`src/rtl/hazard_unit_pipe_pkg.sv`:
```
// rtl/hazard_unit_pipe_pkg.sv - shared pipeline constants and forward-select type
package hazard_unit_pipe_pkg;

   // Result-source encodings seen on resultsrcE
   localparam logic [1:0] RESULT_ALU = 2'b00;
   localparam logic [1:0] RESULT_MEM = 2'b01;
   localparam logic [1:0] RESULT_PC4 = 2'b10;

   // Operand forward select driven to the EX-stage muxes
   typedef enum logic [1:0] {
      FWD_RF  = 2'b00,
      FWD_WB  = 2'b01,
      FWD_MEM = 2'b10
   } fwdSel_t;

endpackage

```
`src/rtl/hazard_perf_counters.sv`:
```
// rtl/hazard_perf_counters.sv - wrap-around stall/flush event counters
module hazard_perf_counters #(
   parameter int unsigned CNT_W = 32
) (
   input  logic             clk_i,
   input  logic             rst_i,
   input  logic             stallD_i,
   input  logic             flushD_i,
   output logic [CNT_W-1:0] stallCnt,
   output logic [CNT_W-1:0] flushCnt
);

   // Count cycles with each event; natural overflow gives modulo 2^CNT_W
   always_ff @(posedge clk_i or negedge rst_i) begin
      if (!rst_i) begin
         stallCnt <= '0;
         flushCnt <= '0;
      end else begin
         if (stallD_i) stallCnt <= stallCnt + 1'b1;
         if (flushD_i) flushCnt <= flushCnt + 1'b1;
      end
   end

endmodule

```
`src/rtl/hazard_unit_pipe.sv`:
```
// rtl/hazard_unit_pipe.sv - forwarding/stall/flush hazard unit (optional HAZARD_PERF_CNT_EN counters)
module hazard_unit_pipe
   import hazard_unit_pipe_pkg::*;
#(
   parameter int unsigned REG_AW = 5,
   parameter int unsigned CNT_W  = 32
) (
   input  logic              clk_i,
   input  logic              rst_i,
   input  logic [REG_AW-1:0] rs1D_i,
   input  logic [REG_AW-1:0] rs2D_i,
   input  logic [REG_AW-1:0] rs1E_i,
   input  logic [REG_AW-1:0] rs2E_i,
   input  logic [REG_AW-1:0] rdE_i,
   input  logic              regwriteE_i,
   input  logic [1:0]        resultsrcE_i,
   input  logic              jumpE_i,
   input  logic              branchE_i,
   input  logic              zeroE_i,
   output logic [1:0]        forwardAE_o,
   output logic [1:0]        forwardBE_o,
   output logic              stallF_o,
   output logic              stallD_o,
   output logic              flushD_o,
   output logic              flushE_o,
   output logic              pcsrcE_o,
   output logic [REG_AW-1:0] rdM_o,
   output logic [REG_AW-1:0] rdW_o,
   output logic              regwriteM_o,
`ifdef HAZARD_PERF_CNT_EN
   output logic              regwriteW_o,
   output logic [CNT_W-1:0]  stall_cnt_o,
   output logic [CNT_W-1:0]  flush_cnt_o
`else
   output logic              regwriteW_o
`endif
);

   logic lwStall;
   logic pcsrc;

   // MEM/WB destination tracking; never stalled since a stall feeds a bubble into EX
   always_ff @(posedge clk_i or negedge rst_i) begin
      if (!rst_i) begin
         rdM_o       <= '0;
         regwriteM_o <= 1'b0;
         rdW_o       <= '0;
         regwriteW_o <= 1'b0;
      end else begin
         rdM_o       <= rdE_i;
         regwriteM_o <= regwriteE_i;
         rdW_o       <= rdM_o;
         regwriteW_o <= regwriteM_o;
      end
   end

   function automatic fwdSel_t fwdSelect(input logic [REG_AW-1:0] rs);
      if (regwriteM_o && (rdM_o != '0) && (rdM_o == rs))
         return FWD_MEM;
      else if (regwriteW_o && (rdW_o != '0) && (rdW_o == rs))
         return FWD_WB;
      else
         return FWD_RF;
   endfunction

   // Forward selects: MEM result is newer than WB, so it takes priority; x0 never forwards
   always_comb begin
      forwardAE_o = fwdSelect(rs1E_i);
      forwardBE_o = fwdSelect(rs2E_i);
   end

   // Load-use detection and control redirect; a taken redirect squashes ID so no stall is needed
   always_comb begin
      lwStall  = (resultsrcE_i == RESULT_MEM) && regwriteE_i && (rdE_i != '0) &&
                 ((rdE_i == rs1D_i) || (rdE_i == rs2D_i));
      pcsrc    = jumpE_i | (branchE_i & zeroE_i);
      stallF_o = rst_i & lwStall & ~pcsrc;
      stallD_o = rst_i & lwStall & ~pcsrc;
      flushD_o = rst_i & pcsrc;
      flushE_o = rst_i & (lwStall | pcsrc);
      pcsrcE_o = rst_i & pcsrc;
   end

`ifdef HAZARD_PERF_CNT_EN
   hazard_perf_counters #(
      .CNT_W (CNT_W)
   ) uPerf (
      .clk_i    (clk_i),
      .rst_i    (rst_i),
      .stallD_i (stallD_o),
      .flushD_i (flushD_o),
      .stallCnt (stall_cnt_o),
      .flushCnt (flush_cnt_o)
   );
`endif

endmodule

```
`config.mk`:
```
export PLATFORM = sky130hd
export DESIGN_NAME = hazard_unit_pipe
export DESIGN_NICKNAME = d
export VERILOG_FILES = /design/src/rtl/hazard_unit_pipe_pkg.sv /design/src/rtl/hazard_perf_counters.sv /design/src/rtl/hazard_unit_pipe.sv
export SDC_FILE = /design/constraint.sdc
export NUM_CORES = 1
export LEC_CHECK = 0
export CAP_MARGIN = 20
export CORE_MARGIN = 1
export CORE_UTILIZATION = 34
export CTS_CLUSTER_DIAMETER = 40
export DETAILED_ROUTE_END_ITERATION = 6
export GPL_TIMING_DRIVEN = 0
export PLACE_DENSITY_LB_ADDON = 0.2
export SLEW_MARGIN = 25
export SYNTH_ARGS = -nofsm -noshare
export SYNTH_HDL_FRONTEND = slang
export SYNTH_SLANG_ARGS = --single-unit
```
`constraint.sdc`:
```
create_clock -name clk_i -period 2.75 [get_ports clk_i]
set_input_delay 0.825 -clock clk_i [delete_from_list [all_inputs] [get_ports clk_i]]
set_output_delay 0.825 -clock clk_i [all_outputs]
set_load 0.05 [all_outputs]
```
## After elaboration in Yosys (flattened, before gate mapping)

Index checks and enable logic that the tools add are counted.

| storage, ports and cells | value |
|---|---|
| RAM bits | 0 |
| bits in registers | 12 |
| ROM bits | 0 |
| input port bits | 33 |
| logic and storage cells | 36 |
| output and inout bits | 21 |
| memories | 0 |
| bits in latches | 0 |

| cells by class | value |
|---|---|
| reductions and logical operators | 13 |
| multipliers | 0 |
| bitwise logic cells | 8 |
| multiplexer cells | 4 |
| add/sub/neg operators | 0 |
| $lt $le $gt $ge | 0 |
| shifts and indexed selects | 0 |
| div/mod/pow operators | 0 |
| equality and inequality tests | 7 |

Operators by type and width:

| kind | number |
|---|---|
| 5-bit == test | 6 |
| 5-bit nonzero test | 3 |
| 1-bit logical AND | 9 |
| 1-bit bitwise AND | 5 |
| 2-bit 2-to-1 mux | 2 |
| 2-bit by 1-bit == test with 1-bit output, second input constant | 1 |
| 1-bit 2-to-1 mux | 2 |
| 1-bit bitwise OR | 2 |
| 1-bit logical OR | 1 |
| 1-bit NOT | 1 |

## Depth between registers and ports, before layout

| logic depth | value |
|---|---|
| word-level depth | 6 |
| gate-level depth with buffers | 5 |
| depth with buffers taken out | 4 |

## Least setup slack after synthesis

No wires, ideal clock.

| path | value |
|---|---|
| path kind | input-to-output |
| start | input rs1E_i[3] |
| end | output forwardAE_o[0] |
| stages on the path | 4 |
| slack | -1,269 ps |
| buffers on the path | 0 |
| data required time | 1,925 ps |
| arrival | 3,194 ps |
| path through | xnor2_1 -> nand3_1 -> nor4_1 -> nor4_2 |

| on the way | value |
|---|---|
| word-level cells in the longest chain between the ends | 4 |
| elaborated cells between the ends (all ways) | 6 |
| those cells by class | eq/ne (2); mux (2); reduce/logical (2) |

RTL lines:

| item | RTL line | text |
|---|---|---|
| from (decl) | hazard_unit_pipe.sv:12 | `input logic [REG_AW-1:0] rs1E_i,` |
| 5-bit == test | hazard_unit_pipe.sv:60 | `else if (regwriteW_o && (rdW_o != '0) && (rdW_o == rs))` |
| 1-bit logical AND | hazard_unit_pipe.sv:60 |  |
| 1-bit 2-to-1 mux | hazard_unit_pipe.sv:60 |  |
| 2-bit 2-to-1 mux (*) | hazard_unit_pipe.sv:58 | `if (regwriteM_o && (rdM_o != '0) && (rdM_o == rs))` |
| to (decl) | hazard_unit_pipe.sv:20 | `output logic [1:0] forwardAE_o,` |

Mark *: on every way between the ends. The rest lies on a longest branch, timed or not.

## Final worst setup path

| path | value |
|---|---|
| start | input rdE_i[2] |
| end | output stallF_o |

| on the way | value |
|---|---|
| word-level cells in the longest chain between the ends | 5 |
| elaborated cells between the ends (all ways) | 8 |
| those cells by class | eq/ne (2); bitwise (2); reduce/logical (4) |

RTL lines:

| item | RTL line | text |
|---|---|---|
| from (decl) | hazard_unit_pipe.sv:14 | `input logic [REG_AW-1:0] rdE_i,` |
| 5-bit == test or 5-bit nonzero test (tied branches) | hazard_unit_pipe.sv:75, hazard_unit_pipe.sv:74 |  |
| 1-bit logical OR or 1-bit logical AND (tied branches) | hazard_unit_pipe.sv:75, hazard_unit_pipe.sv:74 |  |
| 1-bit logical AND (*) | hazard_unit_pipe.sv:74 | `lwStall = (resultsrcE_i == RESULT_MEM) && regwriteE_i && (rdE_i != '0) &&` |
| 1-bit bitwise AND (*) (2 in a row) | hazard_unit_pipe.sv:77 | `stallF_o = rst_i & lwStall & ~pcsrc;` |
| to (decl) | hazard_unit_pipe.sv:22 | `output logic stallF_o,` |

Marked as above.

==> results_dict.tcl <==
set metrics [dict create \
    drt_wl_total_um 2070 \
    n_antenna_cell 0 \
    path_max_fanout 3 \
    initial_utilization_pct 37.1 \
    yosys_warnings 0 \
    slew_violations 0 \
    synth.distinct_cells 18 \
    r2r_slack_ns 2.08 \
    synth_cells 68 \
    hp-class "in -> async" \
    setup.worst_path.end_class "output port" \
    drtIter0Drc 1 \
    portBuffers 53 \
    yosysSeqAreaShare_pct 40.4 \
    cap_viol_max_count 0 \
    ys_seq_elements 12 \
    track_usage_pct 19.7 \
    gp_congestion 0.770 \
    first_global_vias 825 \
    fin_skew_ns 0.000507 \
    clockBufferDepth 2 \
    avgRoutedWirePerCell_um 12.9 \
    reg2reg_depth 1 \
    fin_nets 167 \
    wl_met2_um 1220 \
    cts_made_buffers 3 \
    grt_pass1_wl_um 3560 \
    core_area_um2 2000 \
    required_ns 1.93 \
    synthTopCellsByArea "dfrtp_1, xor2_1, xnor2_1" \
    via_per_inst 4.73 \
    r2r_start "rdM_o[1]" \
    crit_arrival_ns 2.01 \
    cts.clk_slew.worst_paths_ns 0.07 \
    route.antenna.remaining_nets 0 \
    tightest_slew_ns 0.507 \
    htreeDepth 1 \
    hold_viol 0 \
    via_count 757 \
    cts.sinks 12 \
    grt_max_degree 15 \
    die_y_um 48.8 \
    rsz0062_at_grt "yes" \
    power.density_nw_per_um2 353 \
    clk_latency_ns 0.26 \
    die-area_um2 2380 \
    top_level_ports 54 \
    rows 16 \
    root_buffer "clkbuf_4" \
    ir_drop_uv 256 \
    r2r-end "rdW_o[1]" \
    wl_met3_um 111 \
    totalPowerFinal_mw 0.533 \
    syn-num-nets 101 \
    status "finished with violations" \
    synth_edf_count 0 \
    startpoint_type "primary input" \
    fin_crit_sh_pct 103 \
    cts_tree "done" \
    wl_met1_um 717 \
    synthFlopType "dfrtp_1" \
    drive_above_1_share_pct 47.4 \
    fmax_ghz 0.353 \
    dpl_worst_slack_ns -1.27 \
    violations "setup timing" \
    relSlewSlack_pct 66.1 \
    avgSynthCellArea_um2 10.9 \
    synth-async-reset-ratio_pct 100 \
    syn_area_um2 743 \
    fin_crit_ns 2.84 \
    setup_ws_ns -0.0857 \
    ctsHoldBuffers 0 \
    p_leak_nw 0.677 \
    worstSetupPathType "in -> out" \
    antenna_found_initial 0 \
    area_growth_pct 103 \
    firstDrtPassIters 2 \
    yosys.area.top_type "dfrtp_1" \
    synth_top_area_share_pct 40.4 \
    tns_ns -0.189 \
    dr.max_layer_used "met4" \
    hpwl_um 1620 \
    overflow 0 \
    setup_violations 3 \
    dieWidth_um 48.8 \
    remaining_drc_errors 0 \
]
-- power by group --
group	leakage (nW)	internal [mW]	total (mW)	switching (mW)
Combinational	0.519	0.0898	0.203	0.113
Clock	0.0210	0.0803	0.133	0.0530
Sequential	0.137	0.186	0.197	0.0114
Total	0.677	0.356	0.533	0.178
-- worst max path at each step --
stage	startpoint	cells after the start	end
after global placement	rst_i	6	stallF_o
after global routing	rdM_o[0]	5	forwardAE_o[0]
after CTS	rdM_o[0]	5	forwardAE_o[0]
after floorplan	rs1E_i[4]	3	forwardAE_o[0]
final	rdE_i[2]	6	stallF_o
after detailed placement	rst_i	6	stallF_o
-- sequential cells by signal (all words and copies together), names as in the netlist --
| name | cells |
|---|---|
| rdM_o | 5 |
| rdW_o | 5 |
| regwriteM_o | 1 |
| regwriteW_o | 1 |
-- cells in the final DEF, fill, tap and decap left out, types with 3 or more instances in the layout --
cell type	Yosys	final
or4_4	0	4
buf_2	0	8
buf_8	0	5
buf_6	0	7
dlygate4sd2_1	0	4
clkdlybuf4s15_1	0	7
clkdlybuf4s50_1	0	12
buf_4	2	8
clkbuf_2	0	8
clkbuf_4	0	4
nor4_4	0	4
dfrtp_2	0	3
xor2_1	24	22
dlymetal6s2s_1	0	3
xnor2_1	6	5
dfrtp_1	12	9
-- area by class of cell --
cell class / instances / area, um^2
clock buffer: 4 / 36.3
buffer: 2 / 18.8
sequential: 12 / 304
multi-input combinational: 54 / 572
fill: 148 / 492
tap: 27 / 33.8
timing repair buffer: 61 / 546
-- synth_stat cells (2+ instances only) --
cell type  number
buf_4           2
dfrtp_1        12
nand3_1         2
nor2_1          2
nor3_1          3
nor4_1          2
nor4_2          2
or4_1           5
xnor2_1         6
xor2_1         24
-- metal layers --
metal  vias up  track usage [%]
met4         0             7.35
met5         -                0
met1       351             19.2
met3         2             1.26
met2        36             41.7
li1        368                -
-- timing repair --
item | CTS | global route
pin swaps | 24 | 20
endpoints found under the setup margin | 9 | 8
buffers inserted | 7 | 1
resized for setup | 145 | 29
-- cells by family after synthesis --
family	Yosys count	share of synthesized area (%)
buffers and inverters	2	2.02
flip-flops	12	40.4
XOR/XNOR	30	35.4
AO/OA/AOI/OAI	6	5.56
AND/OR/NAND/NOR	18	16.7
-- critical path, stage by stage --
cell	delay, ns
buf_8	0.10
or4_4	0.55
o21ai_4	0.21
nor3_4	0.07
buf_6	0.12
buf_8	0.14
-- stage by stage --
step	hold WS (ns)	instances	utilization [%]	area [um^2]
global placement	0.413	148	69.0	1380
floorplan	0.529	68	-	817
CTS	0.432	159	74.4	1490
detailed placement	0.408	148	69.0	1380
global route	0.414	160	75.4	1510
finish	0.423	160	75.4	1510
No activity file was read; power rests on OpenSTA's default activity.
